--- src/rtl/idct4x4_seq.sv ---
// Sequential 4x4 inverse integer transform: row pass on entry, column pass from a transpose buffer, raster drain.
// Optional define IDCT_ROUND_EN enables the final (v+32)>>>6 rounding (OUT_W >= 8); without it OUT_W must be 13.

module dct_inv #(
    parameter int IN_W = 13
) (
    input  logic signed [IN_W-1:0] x [4],
    output logic signed [IN_W-1:0] y [4]
);
    logic signed [IN_W-1:0] e0, e1, e2, e3;

    // Even/odd butterfly; every sum wraps at IN_W bits.
    always_comb begin
        e0   = x[0] + x[2];
        e1   = x[0] - x[2];
        e2   = (x[1] >>> 1) - x[3];
        e3   = x[1] + (x[3] >>> 1);
        y[0] = e0 + e3;
        y[1] = e1 + e2;
        y[2] = e1 - e2;
        y[3] = e0 - e3;
    end
endmodule

module idct4x4_seq #(
    parameter int IN_W  = 13,
`ifdef IDCT_ROUND_EN
    parameter int OUT_W = 9
`else
    parameter int OUT_W = 13
`endif
) (
    input  logic                    clk,
    input  logic                    rst_n,
    input  logic                    in_valid,
    output logic                    in_ready,
    input  logic signed [IN_W-1:0]  in_row [4],
    output logic                    out_valid,
    input  logic                    out_ready,
    output logic signed [OUT_W-1:0] out_row [4],
    output logic                    out_last
);
`ifdef IDCT_ROUND_EN
    if (OUT_W < 8) begin : g_bad_out_w
        $error("idct4x4_seq: OUT_W must be >= 8 when rounding is enabled");
    end
`else
    if (OUT_W != 13) begin : g_bad_out_w
        $error("idct4x4_seq: OUT_W must be 13 when rounding is disabled");
    end
`endif

    typedef enum logic [1:0] {LOAD, COL, DRAIN} state_t;

    state_t                  state, state_nx;
    logic [1:0]              row_cnt, col_cnt, drain_cnt;
    logic signed [IN_W-1:0]  tbuf [4][4];
    logic signed [OUT_W-1:0] rbuf [4][4];
    logic signed [IN_W-1:0]  row_y [4];
    logic signed [IN_W-1:0]  col_x [4];
    logic signed [IN_W-1:0]  col_y [4];
    logic                    load_fire, drain_fire;

    function automatic logic signed [OUT_W-1:0] fin_scale(input logic signed [IN_W-1:0] v);
`ifdef IDCT_ROUND_EN
        logic signed [IN_W:0] s;
        s = (IN_W+1)'(v) + (IN_W+1)'(32);
        return OUT_W'(s >>> 6);
`else
        return OUT_W'(v);
`endif
    endfunction

    assign load_fire  = in_valid && in_ready;
    assign drain_fire = out_valid && out_ready;

    dct_inv #(.IN_W(IN_W)) u_row (.x(in_row), .y(row_y));

    always_comb begin
        for (int r = 0; r < 4; r++) col_x[r] = tbuf[r][col_cnt];
    end

    dct_inv #(.IN_W(IN_W)) u_col (.x(col_x), .y(col_y));

    always_ff @(posedge clk or negedge rst_n) begin
        if (!rst_n) begin
            state     <= LOAD;
            row_cnt   <= 2'd0;
            col_cnt   <= 2'd0;
            drain_cnt <= 2'd0;
        end else begin
            state <= state_nx;
            if (load_fire)     row_cnt   <= row_cnt + 2'd1;
            if (state == COL)  col_cnt   <= col_cnt + 2'd1;
            if (drain_fire)    drain_cnt <= drain_cnt + 2'd1;
        end
    end

    // Row pass lands in tbuf on entry; column pass lands in rbuf one column per cycle.
    always_ff @(posedge clk) begin
        if (load_fire) begin
            for (int c = 0; c < 4; c++) tbuf[row_cnt][c] <= row_y[c];
        end
        if (state == COL) begin
            for (int r = 0; r < 4; r++) rbuf[r][col_cnt] <= fin_scale(col_y[r]);
        end
    end

    always_comb begin
        state_nx  = state;
        in_ready  = 1'b0;
        out_valid = 1'b0;
        out_last  = 1'b0;
        case (state)
            LOAD: begin
                in_ready = 1'b1;
                if (in_valid && row_cnt == 2'd3) state_nx = COL;
            end
            COL: begin
                if (col_cnt == 2'd3) state_nx = DRAIN;
            end
            DRAIN: begin
                out_valid = 1'b1;
                out_last  = (drain_cnt == 2'd3);
                if (out_ready && drain_cnt == 2'd3) state_nx = LOAD;
            end
            default: state_nx = LOAD;
        endcase
    end

    always_comb begin
        for (int c = 0; c < 4; c++) out_row[c] = rbuf[drain_cnt][c];
    end
endmodule

--- config.mk ---
export PLATFORM = sky130hd
export DESIGN_NAME = idct4x4_seq
export DESIGN_NICKNAME = d
export VERILOG_FILES = /design/src/rtl/idct4x4_seq.sv
export SDC_FILE = /design/constraint.sdc
export NUM_CORES = 1
export LEC_CHECK = 0
export ABC_AREA = 0
export BUFFER_PORTS_ARGS = -buffer_cell sky130_fd_sc_hd__buf_2
export CAP_MARGIN = 20
export CORE_ASPECT_RATIO = 1.2
export CORE_MARGIN = 4
export CORE_UTILIZATION = 45
export DETAILED_ROUTE_END_ITERATION = 10
export PLACE_DENSITY = 0.69
export SYNTH_ARGS = -nofsm -noshare
export SYNTH_HDL_FRONTEND = slang
export SYNTH_SLANG_ARGS = --single-unit
--- constraint.sdc ---
create_clock -name clk -period 7.87 [get_ports clk]
set_input_delay 1.9675 -clock clk [delete_from_list [all_inputs] [get_ports clk]]
set_output_delay 1.9675 -clock clk [all_outputs]
set_load 0.03 [all_outputs]
==> results of run 1 <==
layout by cell type, fill, tap and decap left out, types with 44 or more instances in the layout:
cell,instances
xnor2_1,114
mux4_2,93
a21oi_1,84
o21ai_0,57
xor2_1,52
buf_2,110
nor2_1,141
ha_1,201
edfxtp_1,400
inv_1,167
nor3_1,44
metal layers:
layer  part of all wire  global-route usage  wire length (um)  vias to the layer above
met5                  0                   0                 0                        -
met4              0.021              0.0419              1010                        0
met3              0.033              0.0183              1560                       67
met2               0.51               0.306             24600                      304
met1               0.43               0.216             20800                     7130
li1                   -                   -                 -                     6872
through the flow:
step	cell area, sq um	setup WS, ns	std cells
after floorplan	23600	2.76	1806
final	26100	2.31	2632
after detailed placement	24900	1.96	2569
after global routing	26100	1.75	2632
after global placement	24900	2.03	2569
after CTS	26100	2.22	2632
logic make-up after synthesis:
kind of cell | share of synthesized area
flip-flops | 0.517
AND/OR/NAND/NOR | 0.0750
AO/OA/AOI/OAI | 0.0880
buffers and inverters | 0.0369
adder cells (fa/ha/maj) | 0.120
XOR/XNOR | 0.0669
multiplexers | 0.0965
tightest hold or removal path, delay by kind of cell, from the launching register on:
kind / cells / cell delay, ns
xor+xnor: 1 / 0.13
flops: 1 / 0.37
buf+inv: 1 / 0.09
registers in the layout (all words and copies together), names as in the netlist:
| signal | cells |
|---|---|
| tbuf | 200 |
| drain_cnt | 2 |
| state | 2 |
| row_cnt | 2 |
| rbuf | 200 |
| col_cnt | 2 |
how the worst max path moves through the flow:
| stage | from | end | slack, ns | depth (start not counted) |
|---|---|---|---|---|
| 6_report | col_cnt[0] | rbuf[3][12] | 2.31 | 14 |
| 5_1_grt | col_cnt[0] | rbuf[3][12] | 1.75 | 16 |
| 4_1_cts | col_cnt[0] | rbuf[1][38] | 2.22 | 14 |
| 3_5_place_dp | in_row[27] | tbuf[0][24] | 1.96 | 17 |
| 3_3_place_gp | in_row[27] | tbuf[0][24] | 2.03 | 17 |
| 2_1_floorplan | in_row[14] | tbuf[0][38] | 2.76 | 15 |
area by class of cell:
class                           count  share of cell area
Multi-Input combinational cell   1171               0.405
Timing Repair Buffer              124              0.0252
Clock inverter                     20             0.00518
Sequential cell                   408               0.469
Clock buffer                       43              0.0380
Inverter                          169              0.0244
Tap cell                          697              0.0335
==> out/results.txt, run 1 <==
Run status: completed
Ys async rst share: 0.0196
Routed wire length: 48.0 mm
Slowest CP cell: dfrtp_2
Final core utilization: 0.504
Largest net degree at the start of global routing: 52
Worst path buffer plus inverter count: 2
Yosys warning count: 0
Clock skew: 0.0192 ns
Row cnt: 91
CP max FO: 21
Slew Limit Fails: 0
Origin of the critical flop-to-flop path: col_cnt[0]
FMAX: 180 MHz
Reg2Reg Capture Point: rbuf[3][12]
GPL Wtd Cong: 0.874
Hold Vio Cnt, Final: 0
Num CTS Buffers: 38
Prevailing post-synth register cell: edfxtp_1
Post-synth EDFFs: 400
Synth cell types: 71
Min-Delay Endpoint: row_cnt[0]
Max Cap Viol: 0
Reg area: 12200 sq um
Post-DP HPWL: 36.2 mm
Most used cell, CP: ha_1
Flops & latches, synth: 408
Setup Buffers After CTS: 0
Starting Density: 0.457
Crit path kind: reg2reg
Crit path largest cell delay: 0.81 ns
Total GRT Usage: 0.168
Hold_buf cts: 0
Part of the cycle the worst path needs: 0.707
Post-layout net count: 2185
WHS Path Cells: 2
Max H-tree Level: 2
Final setup TNS: 0 ns
Clk Latency, worst-skew pair: 0.53 ns
Final Critical Period: 5.56 ns
IO Pins: 111
Post-synth top cells: 400 x edfxtp_1, 201 x ha_1, 167 x inv_1
CTS clk-pin slew, worst paths: 0.06 ns
DR iter-0 viols: 918
TritonCTS clock tree: built
Root Buffer Master: clkbuf_16
Top post-synthesis cells by area: edfxtp_1 51%, ha_1 11%, mux4_2 8.9%
Filler cells: 4422
Setup violators final: 0
Core region area: 51700 sq um
Critical path cell sequence: buf_4 > mux4_2 > ha_1 > inv_1 > a21oi_1 > o21ba_2 > a211oi_1 > o21ai_0 > xnor2_1 > ha_1 > nor3_1 > o2bb2ai_1 > o41ai_1 > xor3_1
Die H: 259 um
Sink Count: 408
Syn Std Cell Area: 23600 sq um
Post-synth top area share: 0.508
RSZ-0062 raised after global routing: no
Vias per cell: 5.46
Clock tree buffer depth: 3
Per-cell routed wire length: 18.2 um
Worst hold margin: 0.633 ns
Worst path top cell family by delay: compound AO/OA/AOI/OAI gates
Remaining Overflow, GRT: 0
Startpoint Class: register
Multi-input gate area: 10600 sq um
Critical path data required time: 8.12 ns
Area of the die: 56300 sq um
Buffers added on ports: 110
Syn Area/Cell: 13.1 sq um
HP Start: row_cnt[0]
Hold Path Class: reg2reg
First-pass DRT Iterations: 5
DR vias: 14373
Post-CTS sizing: 0
Largest area contributor in the netlist: edfxtp_1
Synthesis-to-layout area growth: 10.3%
Die width: 217 um
Global-route wire length before repair: 76.7 mm
Post-Synthesis Cells: 1806
N_diodes: 0
Element type at the critical path end: register
Slew HR: 0.426
Initial antenna violation count: 0
FF-to-FF path depth: 14
Synthesized Nets: 2079
Detail Route Antenna Nets: 0
Drt drc: 0
Sequential fraction of the synthesis area: 0.517
Share of cells above drive strength 1: 0.160
Slew @ Worst Pin: 0.861 ns
Vias in the first global route: 14693
Worst EP arrival: 5.81 ns
Dominant cell by count in the synthesized netlist: edfxtp_1
Worst R2R Setup Slack: 2.31 ns
Power of run 1 is left out: the tool's default activity adds up to more than one toggle a clock period on the data nets, which glitch-free logic cannot reach.
==> inputs of run 2 (changes only) <==
--- a/config.mk
+++ b/config.mk
@@ -12,7 +12,7 @@
 export CORE_MARGIN = 4
 export CORE_UTILIZATION = 45
 export DETAILED_ROUTE_END_ITERATION = 10
-export PLACE_DENSITY = 0.69
+export PLACE_DENSITY = 0.72
 export SYNTH_ARGS = -nofsm -noshare
 export SYNTH_HDL_FRONTEND = slang
 export SYNTH_SLANG_ARGS = --single-unit
==> constraint.sdc (replaced) <==
create_clock -name clk -period 5 [get_ports clk]
set_input_delay 1.25 -clock clk [delete_from_list [all_inputs] [get_ports clk]]
set_output_delay 1.25 -clock clk [all_outputs]
set_load 0.03 [all_outputs]
==> run 2 against run 1 <==
Effect of this change:
- final area is 1.9% higher
- wire length is 5.0% higher
- register-to-register slack worse by 2.2 ns
- global-route usage is 0.71 points higher
- die area stayed put
- core utilization is 0.94 points higher
- non-clock buffer count is 53 higher
- clock skew is 0.0023 ns lower
- fmax is 14% higher
- flip-flop and latch count stayed put
- first-iteration DRC count is 15% higher
==> out/results.txt, run 2 (synthesis results as in run 1) <==
Die width: 217 um
Detail Route Antenna Nets: 0
Remaining Overflow, GRT: 0
Crit path kind: reg2reg
Slew @ Worst Pin: 0.935 ns
Met2 wire len: 26.3 mm
Vias per cell: 5.47
Most common cell after layout, fill and taps aside: edfxtp_1
Synthesis-to-layout area growth: 12.4%
Area of the die: 56300 sq um
FMAX: 206 MHz
Element type at the critical path end: register
Buffers added on ports: 110
Final Critical Period: 4.87 ns
Core region area: 51700 sq um
Met3 WL post-DR: 2.01 mm
Initial antenna violation count: 0
Run status: completed
WL met1: 20.9 mm
Max H-tree Level: 2
Root Buffer Master: clkbuf_16
CP max FO: 10
Clock skew: 0.0169 ns
Routed wire length: 50.4 mm
IO Pins: 111
RSZ-0062 raised after global routing: no
Critical path data required time: 5.25 ns
Top Registers: rbuf: 200 flops, tbuf: 200 flops
Setup violators final: 0
Critical path cell sequence: buf_12 > xor2_1 > buf_4 > mux2_2 > ha_1 > inv_1 > fa_1 > a21o_1 > a21oi_1 > buf_4 > xnor2_1 > ha_1 > a221oi_1 > o22ai_1 > or4_1 > o21ai_0 > o41ai_2 > buf_4 > xor3_1
Vias in the first global route: 15087
Row cnt: 91
Total GRT Usage: 0.175
DR iter-0 viols: 1052
Slew Limit Fails: 0
TritonCTS clock tree: built
N_diodes: 0
Largest net degree at the start of global routing: 51
Share of cells above drive strength 1: 0.186
Filler cells: 4400
GPL Wtd Cong: 0.908
Startpoint Class: register
Drt drc: 0
Die H: 259 um
Starting Density: 0.457
Clk Latency, worst-skew pair: 0.53 ns
Slew HR: 0.377
Hold Path Class: in2async
Worst setup margin: 0.134 ns
Critical path launch point: col_cnt[0]
DR vias: 14694
Part of the cycle the worst path needs: 0.973
Post-DP HPWL: 38.3 mm
Post-layout net count: 2237
Final setup TNS: 0 ns
Most used cell, CP: buf_4
Max Cap Viol: 0
Slowest CP cell: fa_1
Worst EP arrival: 5.11 ns
Global-route wire length before repair: 79.6 mm
Place WS: 0.00451 ns
Hold Vio Cnt, Final: 0
CTS clk-pin slew, worst paths: 0.06 ns
First-pass DRT Iterations: 6
Top sig layer: met4
Per-cell routed wire length: 18.7 um
Hold_buf cts: 0
Crit path largest cell delay: 0.46 ns
Sink Count: 408
Origin of the critical flop-to-flop path: col_cnt[0]
Num CTS Buffers: 37
Most frequent cells in the layout: 400 x edfxtp_1, 201 x ha_1, 167 x inv_1
Clock tree buffer depth: 3
## run 2: changes by cell type in the layout (fill, tap and decap cells not counted), moves of 2 or more
cell	change
o21ai_0	-5
buf_12	+2
buf_6	+3
xnor2_2	+2
buf_4	+48
clkinv_1	-2
xnor2_1	-2
clkbuf_1	+4
o21ai_1	+4
## run 2: routing by layer
metal	vias up	GRT usage
met5	-	0
li1	6977	-
met2	366	0.326
met1	7269	0.218
met3	82	0.0193
met4	0	0.0461
## run 2: worst max-delay path, delay by kind of cell, from the launching register on
| family | cells | cell delay (ns) |
|---|---|---|
| AOI/OAI and AO/OA | 6 | 1.31 |
| xor gates and xnor gates | 3 | 0.57 |
| adders and majority gates | 3 | 0.97 |
| buffers and inverters | 5 | 0.69 |
| DFF | 1 | 0.41 |
| muxes | 1 | 0.22 |
| and+or+nand+nor | 1 | 0.42 |
## run 2: path summary, 6_finish.rpt
path | endpoint | slack, ns | cells past startpoint
max | rbuf[2][51] | 0.13 | 19
min | row_cnt[0] | 0.60 | 1
max reg2reg | rbuf[2][51] | 0.13 | 19
min reg2reg | row_cnt[1] | 0.64 | 2
max in group asynchronous | drain_cnt[0] | 4.13 | 1
min in group clk | row_cnt[1] | 0.64 | 2
## run 2: area by class of cell
| type | count | area, sq um | area share |
|---|---|---|---|
| Tap cell | 697 | 872 | 0.0328 |
| Clock inverter | 19 | 131 | 0.00495 |
| Timing Repair Buffer | 177 | 1090 | 0.0410 |
| Sequential cell | 408 | 12200 | 0.460 |
| Clock buffer | 47 | 1010 | 0.0379 |
| Multi-Input combinational cell | 1171 | 10600 | 0.399 |
| Inverter | 169 | 637 | 0.0240 |
## run 2: through the flow
stage / util / hold WS, ns / cell area (sq um) / instances
2_1_floorplan: - / 0.580 / 23600 / 1806
3_3_place_gp: 0.490 / 0.604 / 25300 / 2620
3_5_place_dp: 0.490 / 0.631 / 25300 / 2620
4_1_cts: 0.512 / 0.589 / 26500 / 2686
5_1_grt: 0.514 / 0.590 / 26600 / 2688
6_report: 0.514 / 0.600 / 26600 / 2688
## run 2: repair_timing
action | in CTS | in global routing
endpoints found under the hold margin | 0 | 0
setup endpoints to repair | 0 | 24
setup buffers | 0 | 1
resized for setup | 0 | 15
Power of run 2 is left out for the same reason.
==> inputs of run 3 (changes only) <==
--- a/config.mk
+++ b/config.mk
@@ -12,7 +12,8 @@
 export CORE_MARGIN = 4
 export CORE_UTILIZATION = 45
 export DETAILED_ROUTE_END_ITERATION = 10
-export PLACE_DENSITY = 0.72
+export PLACE_DENSITY = 0.69
+export SKIP_CTS_REPAIR_TIMING = 1
 export SYNTH_ARGS = -nofsm -noshare
 export SYNTH_HDL_FRONTEND = slang
 export SYNTH_SLANG_ARGS = --single-unit
==> constraint.sdc (replaced) <==
create_clock -name clk -period 6.1 [get_ports clk]
set_input_delay 1.525 -clock clk [delete_from_list [all_inputs] [get_ports clk]]
set_output_delay 1.525 -clock clk [all_outputs]
set_load 0.03 [all_outputs]
==> run 3 against run 2 <==
Effect of this change:
- core utilization shrank 0.45 points
- setup slack gained 0.53 ns
- critical path depth shrank 3
- sequential share of layout area grew 0.41 points
==> out/results.txt, run 3 (synthesis results as in run 1) <==
Run status: completed
Slowest CP cell: dfrtp_2
Gr busiest metal: met2
Final Critical Period: 5.43 ns
Per-cell routed wire length: 18.7 um
Met1 Use GR: 0.223
Hold Path Class: reg2reg
First-pass DRT Iterations: 7
Synthesis-to-layout area growth: 11.4%
Drt drc: 0
Remaining Overflow, GRT: 0
Initial antenna violation count: 0
GPL Wtd Cong: 0.912
Slew @ Worst Pin: 0.854 ns
Met3 Track Usage GR: 0.0172
Share of cells above drive strength 1: 0.166
Top Registers: rbuf: 200 flops, tbuf: 200 flops
Area of the die: 56300 sq um
Largest net degree at the start of global routing: 52
Detail Route Antenna Nets: 0
DR iter-0 viols: 907
Max Cap Viol: 0
Vias per cell: 5.47
CP max FO: 16
Post-DP HPWL: 36.5 mm
Clock skew: 0.0159 ns
CTS clk-pin slew, worst paths: 0.07 ns
Setup violators final: 0
Max H-tree Level: 2
Root Buffer Master: clkbuf_16
Most frequent cells in the layout: 400 x edfxtp_1, 201 x ha_1, 167 x inv_1
Post-layout net count: 2188
RSZ-0062 raised after global routing: no
DR vias: 14440
N_diodes: 0
Buffers added on ports: 110
Final setup TNS: 0 ns
Element type at the critical path end: register
TritonCTS clock tree: built
Global-route wire length before repair: 78.2 mm
Clock tree buffer depth: 3
Crit path kind: reg2reg
Routing usage on met2: 0.309
Vias in the first global route: 14760
Starting Density: 0.457
Clk Latency, worst-skew pair: 0.54 ns
Hold Vio Cnt, Final: 0
Die width: 217 um
Worst EP arrival: 5.69 ns
Slew HR: 0.431
Most used cell, CP: nor2_1
Crit path largest cell delay: 0.62 ns
Core region area: 51700 sq um
Routed wire length: 49.3 mm
Part of the cycle the worst path needs: 0.891
Die H: 259 um
Sink Count: 408
Critical path cell sequence: xor2_1 > mux2_2 > ha_1 > fa_1 > a211oi_1 > nor2_1 > nor4_1 > nor2_1 > a21oi_1 > xnor2_1 > ha_1 > nor2b_1 > nor2_1 > o2bb2ai_1 > o41ai_1 > xor3_1
Num CTS Buffers: 38
IO Pins: 111
Total GRT Usage: 0.173
Startpoint Class: register
Most common cell after layout, fill and taps aside: edfxtp_1
Row cnt: 91
Slew Limit Fails: 0
FMAX: 184 MHz
Critical path data required time: 6.36 ns
run 3: cell count changes in the layout (fill, tap and decap cells not counted), sizes merged:
| cell | previous run | this run |
|---|---|---|
| clkinv | 13 | 9 |
| bufinv | 1 | 7 |
| clkbuf | 47 | 46 |
| buf | 177 | 127 |
run 3: critical path, delay by kind of cell (launching register included):
family | cells | cell delay [ns]
AOI/OAI and AO/OA | 4 | 0.95
xor gates and xnor gates | 3 | 1.12
adders and majority gates | 3 | 1.22
DFF | 1 | 0.62
muxes | 1 | 0.40
and+or+nand+nor | 5 | 0.82
run 3: metrics by stage:
step	cells	worst slack [ns]	util	hold slack, ns	instance area, sq um
after CTS	2639	0.724	0.509	0.645	26300
final	2639	0.666	0.509	0.643	26300
after global placement	2572	0.709	0.483	0.600	25000
after detailed placement	2572	0.655	0.483	0.633	25000
after global routing	2639	0.486	0.509	0.685	26300
after floorplan	1806	1.04	-	0.580	23600
run 3: per-layer routing:
metal	wire length, um	vias to the layer above
li1	-	6890
met1	21400	7108
met2	24800	351
met3	1730	91
met4	1330	0
met5	0	-
run 3: worst paths after layout:
check	slack (ns)	cells after the start	endpoint	from
max reg2reg	0.67	16	rbuf[3][12]	col_cnt[1]
max in group asynchronous	5.01	1	drain_cnt[0]	rst_n
max	0.67	16	rbuf[3][12]	col_cnt[1]
min	0.64	2	row_cnt[0]	row_cnt[0]
min in group asynchronous	0.85	1	state[0]	rst_n
min reg2reg	0.64	2	row_cnt[0]	row_cnt[0]
run 3: area by class of cell:
class / instances / area, sq um
clock buffers: 46 / 1040
clock inverters: 21 / 299
fillers: 4348 / 25400
inverters: 169 / 637
multi-input cells: 1171 / 10600
flip-flops and latches: 408 / 12200
well taps: 697 / 872
repair buffers: 127 / 691
Power of run 3 is left out for the same reason.
